===== config.mk =====
export PLATFORM = sky130hd
export DESIGN_NAME = pc_stack_unit
export DESIGN_NICKNAME = d
export VERILOG_FILES = /design/src/rtl/pc_stack_unit.sv
export SDC_FILE = /design/constraint.sdc
export NUM_CORES = 1
export LEC_CHECK = 0
export ABC_AREA = 1
export CORE_ASPECT_RATIO = 0.6
export CORE_MARGIN = 5
export CORE_UTILIZATION = 55
export DETAILED_ROUTE_END_ITERATION = 10
export PLACE_DENSITY = 0.88
export REMOVE_ABC_BUFFERS = 1
export SYNTH_ARGS = -nofsm -noshare
export SYNTH_HDL_FRONTEND = slang
export SYNTH_SLANG_ARGS = --single-unit

===== constraint.sdc =====
create_clock -name CLK -period 3.9 [get_ports CLK]
set_input_delay 0.78 -clock CLK [delete_from_list [all_inputs] [get_ports CLK]]
set_output_delay 0.78 -clock CLK [all_outputs]
set_load 0.1 [all_outputs]

===== src/rtl/pc_stack_unit.sv =====
// pc_stack_unit: program counter with a hardware return-address stack.
// The PC updates when written unconditionally or on a taken beq/bne branch.
// Call pushes the old PC, PCSrc=11 returns from the stack top, and
// Call together with PCSrc=11 swaps the PC with the stack top.
// Overflow and underflow set a sticky error flag that only reset clears.
module pc_stack_unit #(
  parameter int unsigned           WIDTH    = 16,
  parameter int unsigned           DEPTH    = 8,
  parameter logic [WIDTH-1:0]      RESET_PC = '0,
  localparam int unsigned          DW       = $clog2(DEPTH + 1),
  localparam int unsigned          AW       = (DEPTH > 1) ? $clog2(DEPTH) : 1
) (
  input  logic             CLK,
  input  logic             reset,
  input  logic             PCWrite,
  input  logic             Branch,
  input  logic             bneOrbeq,
  input  logic             Zero,
  input  logic [1:0]       PCSrc,
  input  logic [WIDTH-1:0] PCInA,
  input  logic [WIDTH-1:0] PCInB,
  input  logic [WIDTH-1:0] PCInC,
  input  logic             Call,
  output logic [WIDTH-1:0] PCOut,
  output logic [WIDTH-1:0] TOS,
  output logic [DW-1:0]    Depth,
  output logic             Full,
  output logic             Empty,
  output logic             StackErr
);

  // Architectural state
  logic [WIDTH-1:0] pc_q, pc_d;
  logic [DW-1:0]    depth_q, depth_d;
  logic             err_q, err_d;
  logic [WIDTH-1:0] mem_q [DEPTH];

  // Decoded and next-state helpers
  logic             pc_en_s;
  logic             full_s;
  logic             empty_s;
  logic [AW-1:0]    top_idx_s;
  logic [AW-1:0]    push_idx_s;
  logic [WIDTH-1:0] tos_s;
  logic [WIDTH-1:0] sel_s;
  logic             mem_we_s;
  logic [AW-1:0]    mem_waddr_s;
  logic [WIDTH-1:0] mem_wdata_s;

  assign pc_en_s    = PCWrite | (Branch & (Zero ^ bneOrbeq));
  assign full_s     = (depth_q == DW'(DEPTH));
  assign empty_s    = (depth_q == {DW{1'b0}});
  assign push_idx_s = AW'(depth_q);
  assign top_idx_s  = AW'(depth_q) - AW'(1'b1);

  // Stack top as seen from outside; reads zero while the stack is empty
  always_comb begin
    tos_s = {WIDTH{1'b0}};
    if (empty_s) begin
      tos_s = {WIDTH{1'b0}};
    end else begin
      tos_s = mem_q[top_idx_s];
    end
  end

  // Next-PC source select for the non-return encodings
  always_comb begin
    sel_s = pc_q;
    case (PCSrc)
      2'b00:   sel_s = PCInA;
      2'b01:   sel_s = PCInB;
      2'b10:   sel_s = PCInC;
      default: sel_s = pc_q;
    endcase
  end

  // Next PC, depth, error flag and stack write for push/pop/swap
  always_comb begin
    pc_d        = pc_q;
    depth_d     = depth_q;
    err_d       = err_q;
    mem_we_s    = 1'b0;
    mem_waddr_s = {AW{1'b0}};
    mem_wdata_s = pc_q;
    if (pc_en_s) begin
      if (PCSrc != 2'b11) begin
        pc_d = sel_s;
        if (Call) begin
          if (full_s) begin
            // Push is dropped but the jump still happens
            err_d = 1'b1;
          end else begin
            mem_we_s    = 1'b1;
            mem_waddr_s = push_idx_s;
            depth_d     = depth_q + DW'(1'b1);
          end
        end else begin
          depth_d = depth_q;
        end
      end else begin
        if (empty_s) begin
          // Return/swap with nothing on the stack leaves the PC alone
          err_d = 1'b1;
        end else begin
          pc_d = tos_s;
          if (Call) begin
            // Swap: old PC replaces the entry being returned to
            mem_we_s    = 1'b1;
            mem_waddr_s = top_idx_s;
          end else begin
            depth_d = depth_q - DW'(1'b1);
          end
        end
      end
    end else begin
      pc_d = pc_q;
    end
  end

  // PC, occupancy and sticky error registers
  always_ff @(posedge CLK or negedge reset) begin
    if (!reset) begin
      pc_q    <= RESET_PC;
      depth_q <= {DW{1'b0}};
      err_q   <= 1'b0;
    end else begin
      pc_q    <= pc_d;
      depth_q <= depth_d;
      err_q   <= err_d;
    end
  end

  // Stack storage; contents are meaningless until written so no reset
  always_ff @(posedge CLK) begin
    if (mem_we_s) begin
      mem_q[mem_waddr_s] <= mem_wdata_s;
    end
  end

  assign PCOut    = pc_q;
  assign Depth    = depth_q;
  assign StackErr = err_q;
  assign Full     = full_s;
  assign Empty    = empty_s;
  assign TOS      = tos_s;

endmodule


* Word level (Yosys, flattened, before mapping)
Memory sizes are Yosys's and may differ from the RTL's. Cells that the tools add are included.
Storage, ports and cells: register bits after elaboration 21, memory bits (writable) 128, input port bits 57, memories 1
Operators by class: $add $sub $neg 3, equal/unequal tests 10, mux-type cells 27, bitwise operators 3, reduce and logical (&&, ||, !) cells 6
Memories:
- mem_q | words 8, width 16, read ports 1, clocked after memory_dff 0, write ports 1, RTL line 36 | logic [WIDTH-1:0] mem_q [DEPTH];
Operator list (count):
- $mux W16 | 3
- $pmux W16 S3 | 1
- $mux W4 | 5
- $mux W3 | 6
- $mux W1 | 12
- $ne A2 B2 Y1 const B | 4
- $reduce_and A5 Y1 | 1
- $add A4 B1 Y4 const B | 1
- $eq A4 B4 Y1 const B | 1
- $logic_not A4 Y1 | 1
- $ne A2 B1 Y1 const B | 2
- $ne A4 B1 Y1 const B | 1
- $reduce_and A4 Y1 | 1
- $sub A4 B1 Y4 const B | 1
- $reduce_and A3 Y1 | 1
- $sub A3 B1 Y3 const B | 1
- $eq A2 B1 Y1 const B | 1
- $eq A2 B2 Y1 const B | 1
- $logic_not A2 Y1 | 1
- $reduce_bool A2 Y1 | 1
- $and A1 B1 Y1 | 1
- $or A1 B1 Y1 | 1
- $xor A1 B1 Y1 | 1

* Depth between registers and ports, before layout
word-level depth 7, mapped depth 14, gate-level depth less buffers 11

* Least setup slack after synthesis
No wires, ideal clock.
path kind reg2out, start point register depth_q[0] (netlist: Depth[0]), end point output port TOS[14], arrival 2951 ps, data required time 3120 ps, path slack 169 ps, cell stages (with the launch flop) 12, path buffers 4, cells stage by stage dfrtp_1 -> inv_2 -> buf_6 -> buf_6 -> ha_1 -> buf_2 -> inv_1 -> buf_2 -> nand3_1 -> nand2_1 -> nand2_2 -> nand2_1
Between the ends: word-level cells in the longest chain between the ends 3
Ends and longest elaborated chain:
- start: declaration | RTL line 34 | logic [DW-1:0] depth_q, depth_d;
- start signal: assignment | RTL line 124 | depth_q <= {DW{1'b0}};
- start signal: assignment | RTL line 128 | depth_q <= depth_d;
- $sub A3 B1 Y3 | RTL line 54 | assign top_idx_s = AW'(depth_q) - AW'(1'b1);
- net top_idx_s[0] | RTL line 42 | logic [AW-1:0] top_idx_s;
- $mem_v2 Z8 W16
- $mux W16 | RTL line 59 | if (empty_s) begin
- end: declaration | RTL line 25 | output logic [WIDTH-1:0] TOS,
The timed path passes the listed nets, and every way through them passes these cells.

* Worst setup path in the final report
start point register depth_q[1] (netlist: Depth[1]), end point output port TOS[13]
Between the ends: word-level cells in the longest chain between the ends 3
Ends and longest elaborated chain (RTL line):
- $sub A3 B1 Y3 | 54
- $mem_v2 Z8 W16
- $mux W16 (*) | 59
Every way passes the cells marked *; elsewhere a longest branch is shown, timed or not.

==> impl_metrics.yaml <==
timing:
  fin_crit_sh_pct: 82.7
  whs_ps: 528
  period_minus_slack_ps: 3230
  max_freq_ghz: 0.310
  tightest_slew_ps: 1020
  setup_violations: 0
  rsz0062_at_grt: "false"
  slew_viol_final: 0
  finalClockSkew_ps: 9.91
  slew_headroom_pct: 31.8
  finalHoldViolCount: 0
place:
  gp_congestion: 0.900
  hpwl_um: 11400
  port_buffers: 95
clocking:
  cts_max_level: 4
  tritoncts: "built"
  clock_sinks: 149
  cts.root.buffer_cell: "clkbuf_16"
  post-cts-setup-buffers: 0
  ctsHoldBuffers: 0
  cts.clk_slew.worst_paths_ps: 60
  cts_buffer_depth: 2
  clkLatencyLatePin_ps: 430
  cts-resized-gates: 0
  cts_inserted_buffers: 17
finish:
  fillCellCount: 922
  fin_nets: 1008
  areaGrowthSynthToFinish_pct: 24.9
  layout_commonest_cell: "nand2_1"
  layout_common_cells: "306 x nand2_1, 143 x inv_1, 128 x edfxtp_1"
  drive_gt1_share_pct: 12.0
  antenna_cells: 0
route:
  drt-vias-per-instance: 5.29
  drt_wl_total_um: 19300
  drc: 0
  drtIter0Drc: 691
  dr.pass1.iters: 5
  route.antenna.remaining_nets: 0
  wl_per_cell_um: 17.1
  via_count: 5956
critical_path:
  worstSetupStartpointType: "register"
  worstPathMaxFanout: 33
  path_class: "register to output port"
  cp_data_arrival_time_ps: 2450
  worstPathRequired_ps: 3120
  end_kind: "output port"
die:
  rows: 32
  design.portCount: 96
  start_util_pct: 57.1
  core_um2: 13100
  die_h_um: 100
  dieArea_um2: 16000
  die_w_um: 160
yosys:
  synth.distinct_cells: 28
  ys_seq_elements: 149
  yosys_warnings: 0
  yosysSeqAreaShare_pct: 58.6
  synth_cells: 844
  synth.avg_cell_area_um2: 8.83
  syn_area_um2: 7450
outcome:
  status: "finished, final reports clean"
grt:
  gr-usage-met1_pct: 31.9
  track_usage_pct: 24.7
  antenna_found_initial: 0
  grt-ovfl-total: 0
  grt_pass1_wl_um: 30600
  use_met2_pct: 40.5
  use_met3_pct: 8.74
  grt-busiest-layer: "met2"
  grt_pass1_vias: 5989
  grt_max_degree: 69
job:
  drv_cap: 0
worst_hold_path:
  min_path_type: "register to register"
==> registers in the layout, summed over array words and instances (netlist names) <==
| signal | flops |
|---|---|
| mem_q | 128 |
| PCOut | 16 |
| Depth | 4 |
| StackErr | 1 |
==> through the flow <==
step	instances	instance area, µm²	worst slack, ps	util [%]	TNS [ps]
6_report	1126	9310	673	71.3	0
5_1_grt	1126	9310	553	71.3	0
4_1_cts	1126	9310	699	71.3	0
3_5_place_dp	1094	8720	861	66.8	0
3_3_place_gp	1094	8720	914	66.8	0
2_1_floorplan	807	7210	-2090	-	-298020
==> critical path, stage by stage (launching register included) <==
cell and delay (ps):
dfrtp_1 440, inv_1 110, ha_1 310, inv_1 60, buf_4 380, nand3_1 170, nand2_1 120, nand2_1 80
nand2_1 150, buf_12 190
==> path summary, 6_finish.rpt <==
path,from,to,slack (ps),cells past startpoint
max,Depth[1]$_DFFE_PN0P_,TOS[13],670,9
min,StackErr$_DFFE_PN0P_,StackErr$_DFFE_PN0P_,530,1
max reg2reg,Depth[1]$_DFFE_PN0P_,mem_q[6][12]$_DFFE_PP_,1380,11
min reg2reg,StackErr$_DFFE_PN0P_,StackErr$_DFFE_PN0P_,530,1
max in group asynchronous,reset,Depth[0]$_DFFE_PN0P_,2880,2
min in group asynchronous,reset,Depth[2]$_DFFE_PN0P_,730,2
==> Yosys cell counts (all sizes together) <==
cell      n  area [µm²]
inv     148         558
ha        7        87.6
o21bai    1        7.51
or2      16         100
dfrtp    21         526
nand2   321        1250
nand3b    1        7.51
nand3   107         558
o21ai     5        25.0
xor2      3        26.3
fa        1        20.0
clkbuf    9        37.5
a21oi    17        85.1
nor2     31         121
edfxtp  128        3840
buf      28         199
==> kinds of logic (layout without fill, tap and decap cells) <==
group | after synthesis | after routing | synth area share (%)
adders and majority gates | 8 | 8 | 1.44
and+or+nand+nor | 476 | 476 | 27.3
AOI/OAI and AO/OA | 23 | 23 | 1.58
buffers and inverters | 185 | 297 | 10.7
DFF | 149 | 149 | 58.6
xor gates and xnor gates | 3 | 3 | 0.353
==> cell type report <==
class	instances	area, µm²	share of cell area [%]
Sequential cell	149	4370	47.0
Multi-Input combinational cell	510	2290	24.6
Timing Repair Buffer	117	1290	13.9
Inverter	148	558	6.00
Clock buffer	18	429	4.61
Tap cell	170	213	2.29
Clock inverter	14	153	1.64
==> routing by layer <==
layer,routed length [µm],up-vias
met5,0,-
met4,385,0
met3,2340,40
met2,8820,372
met1,7720,2709
li1,-,2835
Power is left out: the tool's default activity adds up to more than one toggle a clock period on the data nets, which glitch-free logic cannot reach.
